### src/rtl/mux_nto1_scan.sv
// mux_nto1_scan: registered N-to-1 channel multiplexer.
// Manual mode forwards the channel picked by sel. Auto-scan mode walks the
// channels round-robin and stays DWELL enabled cycles on each one.
module mux_nto1_scan #(
  parameter int WIDTH = 4,
  parameter int N     = 4,
  parameter int SEL_W = 2,
  parameter int DWELL = 4
) (
  input  logic                 clk,
  input  logic                 rst,
  input  logic                 en,
  input  logic                 mode,
  input  logic [SEL_W-1:0]     sel,
  input  logic [N*WIDTH-1:0]   in,
  output logic [WIDTH-1:0]     out,
  output logic [SEL_W-1:0]     out_ch,
  output logic                 out_valid
);

  // The dwell counter needs at least one bit, even when DWELL is 1.
  localparam int DC_W = (DWELL > 1) ? $clog2(DWELL) : 1;

  typedef enum logic {
    MAN  = 1'b0,
    AUTO = 1'b1
  } state_t;

  state_t             state_q, state_d;
  logic [SEL_W-1:0]   ch_q, ch_d;
  logic [DC_W-1:0]    dc_q, dc_d;
  logic [WIDTH-1:0]   out_q, out_d;
  logic [SEL_W-1:0]   out_ch_q, out_ch_d;
  logic               out_valid_q, out_valid_d;

  logic [WIDTH-1:0]   man_data;
  logic [WIDTH-1:0]   auto_data;
  logic               sel_ok;

  // Channel lookup for both paths; sel_ok is set only when sel names a real channel.
  always_comb begin
    man_data  = '0;
    auto_data = '0;
    sel_ok    = 1'b0;
    for (int k = 0; k < N; k++) begin
      if (sel == SEL_W'(k)) begin
        man_data = in[k*WIDTH +: WIDTH];
        sel_ok   = 1'b1;
      end
      if (ch_q == SEL_W'(k)) begin
        auto_data = in[k*WIDTH +: WIDTH];
      end
    end
  end

  // Next state and next outputs; the current state, not mode, picks the path.
  always_comb begin
    state_d     = state_q;
    ch_d        = ch_q;
    dc_d        = dc_q;
    out_d       = out_q;
    out_ch_d    = out_ch_q;
    out_valid_d = 1'b0;
    if (en) begin
      unique case (state_q)
        MAN: begin
          out_ch_d = sel;
          if (sel_ok) begin
            out_d       = man_data;
            out_valid_d = 1'b1;
          end else begin
            out_d       = '0;
          end
          // Entering auto always restarts the scan from channel 0.
          if (mode) begin
            state_d = AUTO;
            ch_d    = '0;
            dc_d    = '0;
          end
        end
        AUTO: begin
          out_d       = auto_data;
          out_ch_d    = ch_q;
          out_valid_d = 1'b1;
          if (dc_q == DC_W'(DWELL - 1)) begin
            dc_d = '0;
            ch_d = (ch_q == SEL_W'(N - 1)) ? '0 : ch_q + SEL_W'(1);
          end else begin
            dc_d = dc_q + DC_W'(1);
          end
          if (!mode) begin
            state_d = MAN;
          end
        end
        default: begin
          state_d = MAN;
        end
      endcase
    end
  end

  // State and output registers with synchronous reset.
  always_ff @(posedge clk) begin
    if (rst) begin
      state_q     <= MAN;
      ch_q        <= '0;
      dc_q        <= '0;
      out_q       <= '0;
      out_ch_q    <= '0;
      out_valid_q <= 1'b0;
    end else begin
      state_q     <= state_d;
      ch_q        <= ch_d;
      dc_q        <= dc_d;
      out_q       <= out_d;
      out_ch_q    <= out_ch_d;
      out_valid_q <= out_valid_d;
    end
  end

  assign out       = out_q;
  assign out_ch    = out_ch_q;
  assign out_valid = out_valid_q;

endmodule

### config.mk
export PLATFORM = sky130hd
export DESIGN_NAME = mux_nto1_scan
export DESIGN_NICKNAME = d
export VERILOG_FILES = /design/src/rtl/mux_nto1_scan.sv
export SDC_FILE = /design/constraint.sdc
export NUM_CORES = 1
export LEC_CHECK = 0
export BUFFER_PORTS_ARGS = -buffer_cell sky130_fd_sc_hd__clkbuf_2
export CAP_MARGIN = 25
export CORE_MARGIN = 2
export CORE_UTILIZATION = 45
export DETAILED_ROUTE_END_ITERATION = 16
export GPL_ROUTABILITY_DRIVEN = 0
export PLACE_DENSITY = 0.73
export SYNTH_ARGS = -nofsm -noshare
export SYNTH_HDL_FRONTEND = slang
export SYNTH_SLANG_ARGS = --single-unit
export TNS_END_PERCENT = 100
### constraint.sdc
create_clock -name clk -period 1.65 [get_ports clk]
set_clock_uncertainty 0.05 [all_clocks]
set_input_delay 0.33 -clock clk [delete_from_list [all_inputs] [get_ports clk]]
set_output_delay 0.33 -clock clk [all_outputs]
set_load 0.005 [all_outputs]
==> flow_summary.yaml <==
power:
  peakVddDrop_v: 0.000381
  p_leak_nw: 0.501
  p_per_area_mw_per_mm2: 661
grt:
  first_global_vias: 698
  grt_pass1_wl_mm: 3.02
  grt_max_degree: 14
  grt_usage_pct: 18.6
  overflow: 0
  antenna_found_initial: 0
synthesis:
  ys_seq_area_share_pct: 28.4
  synth_nets: 125
  yosys_warnings: 0
  ys_ff_latch: 12
  avgSynthCellArea_um2: 8.62
  ys_types: 26
  synth_top_area_share_pct: 28.4
  synth_area_leader_cell: "dfxtp_1"
  postSynthCellCount: 98
  mappedNetlistArea_um2: 845
  synth_area_leaders: "dfxtp_1 (28%), mux2i_1 (8.3%), ha_1 (7.4%), a211oi_1 (7.1%), a21oi_1 (6.5%)"
floorplan:
  die_area_mm2: 0.00224
  core_area_mm2: 0.00175
  dieHeight_um: 47.3
  start_util_pct: 48.4
  die_w_um: 47.3
  io-pin-count: 29
  rows: 15
worst_setup_path:
  arrival_ns: 1.68
  start_kind: "flop"
  worstPathCellList: "inv_1, ha_1, nand3b_1, a221o_1, a211oi_1"
  end_kind: "flop"
  crit_fanout: 8
  crit_slowest_cell: "dfxtp_2"
  crit_path_max_incr_delay_ns: 0.38
  worst-setup-path-type: "reg2reg"
  worst_ep_required_time_ns: 1.79
clocking:
  cts_made_buffers: 3
  h-tree-depth: 1
  cts.sinks: 12
  cts-root-buf: "clkbuf_4"
  cts_tree: "built"
  clk_pin_slew_ns: 0.08
  clock_latency_ns: 0.28
  clockBufferDepth: 2
sta:
  drv_slew: 0
  worst_slew_pin_slew_ns: 0.448
  setup_tns_ns: 0
  finalSetupViolCount: 0
  rsz0062_at_grt: "no"
  hold_viol_final: 0
  fin_hold_ws_ns: 0.266
  min_period_ns: 1.54
  max_freq_mhz: 647
  period_share_pct: 93.6
  slew_headroom_pct: 69.8
route:
  drt_iter0_drc: 26
  drt_pass1_iterations: 4
  via_per_inst: 5.44
  final_antenna_net_count: 0
  totalWireLength_mm: 1.93
  vias: 822
  wl_per_cell_um: 12.8
  drc: 0
run:
  drv_cap: 0
layout:
  mostFrequentLayoutCell: "clkbuf_2"
  n_antenna_cell: 0
  nets: 154
  register_area_um2: 241
  n_fill_cell: 164
  areaGrowthSynthToFinish_pct: 22.7
  layout_common_cells: "clkbuf_2 (28), a21oi_1 (11), dfxtp_1 (11)"
  multiInputGateArea_um2: 542
  drive_above_1_share_pct: 34.9
placed_design:
  place_hpwl_mm: 1.46
  port-buffer-count: 28
hold_path:
  hold_class: "in2reg"
outcome:
  status: "finished, final reports clean"
## path summary, 6_finish.rpt
path | start | endpoint | slack, ns | cells past startpoint
worst max-delay path | ch_q[1]$_SDFFE_PP0P_ | out[2]$_SDFFE_PP0P_ | 0.11 | 5
worst min-delay path | mode | state_q$_SDFFE_PP0P_ | 0.27 | 3
worst max register to register | ch_q[1]$_SDFFE_PP0P_ | out[2]$_SDFFE_PP0P_ | 0.11 | 5
worst min register to register | dc_q[0]$_SDFFE_PP0P_ | dc_q[0]$_SDFFE_PP0P_ | 0.43 | 2
## cells in the mapped netlist
cell type,n
dfxtp_1,12
a21oi_1,11
a211oi_1,8
nor2_1,8
mux2i_1,7
inv_1,6
ha_1,5
a211o_1,4
a221o_1,4
and2b_2,4
nand2_1,4
nand3b_1,4
nor2b_1,3
o21ai_0,3
a211oi_2,2
and3b_1,2
clkbuf_1,2
a32oi_1,1
and3_1,1
buf_1,1
buf_2,1
buf_4,1
buf_6,1
clkbuf_2,1
or2_2,1
or3b_4,1
## sequential cells by signal (all words and copies together), names as in the netlist
signal and count:
ch_q 2, dc_q 2, out 4, out_ch 2, out_valid 1, state_q 1
## area by class of cell
type	count	area share (%)
clock buffers	4	3.50
multi-input cells	73	52.3
flip-flops and latches	12	23.3
repair buffers	31	15.7
well taps	25	3.02
inverters	6	2.17
## cell families after synthesis
| group | Yosys count | share of synthesized area, % |
|---|---|---|
| DFF | 12 | 28.4 |
| buffers and inverters | 13 | 7.41 |
| and+or+nand+nor | 28 | 20.1 |
| adders and majority gates | 5 | 7.41 |
| muxes | 7 | 8.30 |
| AOI/OAI and AO/OA | 33 | 28.3 |
## repair_timing
item	CTS	global route
endpoints found under the hold margin	0	0
resized for setup	0	1
setup buffers	0	0
hold buffers	0	0
setup endpoints to repair	0	4
## critical path: cells and delay by family, from the launching register on
kind | cells | cell delay (ns)
buffers and inverters | 1 | 0.07
and+or+nand+nor | 1 | 0.19
adders and majority gates | 1 | 0.26
AOI/OAI and AO/OA | 2 | 0.51
DFF | 1 | 0.38
## metal layers
metal | vias up | part of all wire, % | track usage [%]
li1 | 418 | - | -
met1 | 372 | 47 | 26.1
met2 | 30 | 47 | 28.9
met3 | 2 | 5.4 | 2.31
met4 | 0 | 1.1 | 6.67
met5 | - | 0 | 0
## metrics by stage
| stage | total power, mW | util [%] | area [um^2] | setup slack (ns) | cells |
|---|---|---|---|---|---|
| finish | 0.685 | 59.4 | 1040 | 0.105 | 151 |
| global route | 0.716 | 59.4 | 1040 | 0.0117 | 151 |
| CTS | 0.687 | 59.3 | 1030 | 0.0571 | 151 |
| detailed placement | 0.454 | 57.2 | 998 | 0.0809 | 147 |
| global placement | 0.452 | 57.2 | 998 | 0.128 | 147 |
| floorplan | 0.399 | - | 845 | 0.202 | 98 |
## power by group
part	leakage (nW)	switching, mW	internal, mW	total (mW)
combinational	0.381	0.0647	0.0689	0.134
clock	0.0210	0.102	0.134	0.236
sequential	0.0993	0.00924	0.305	0.315
total	0.501	0.176	0.509	0.685
(Power assumes the default switching activity.)
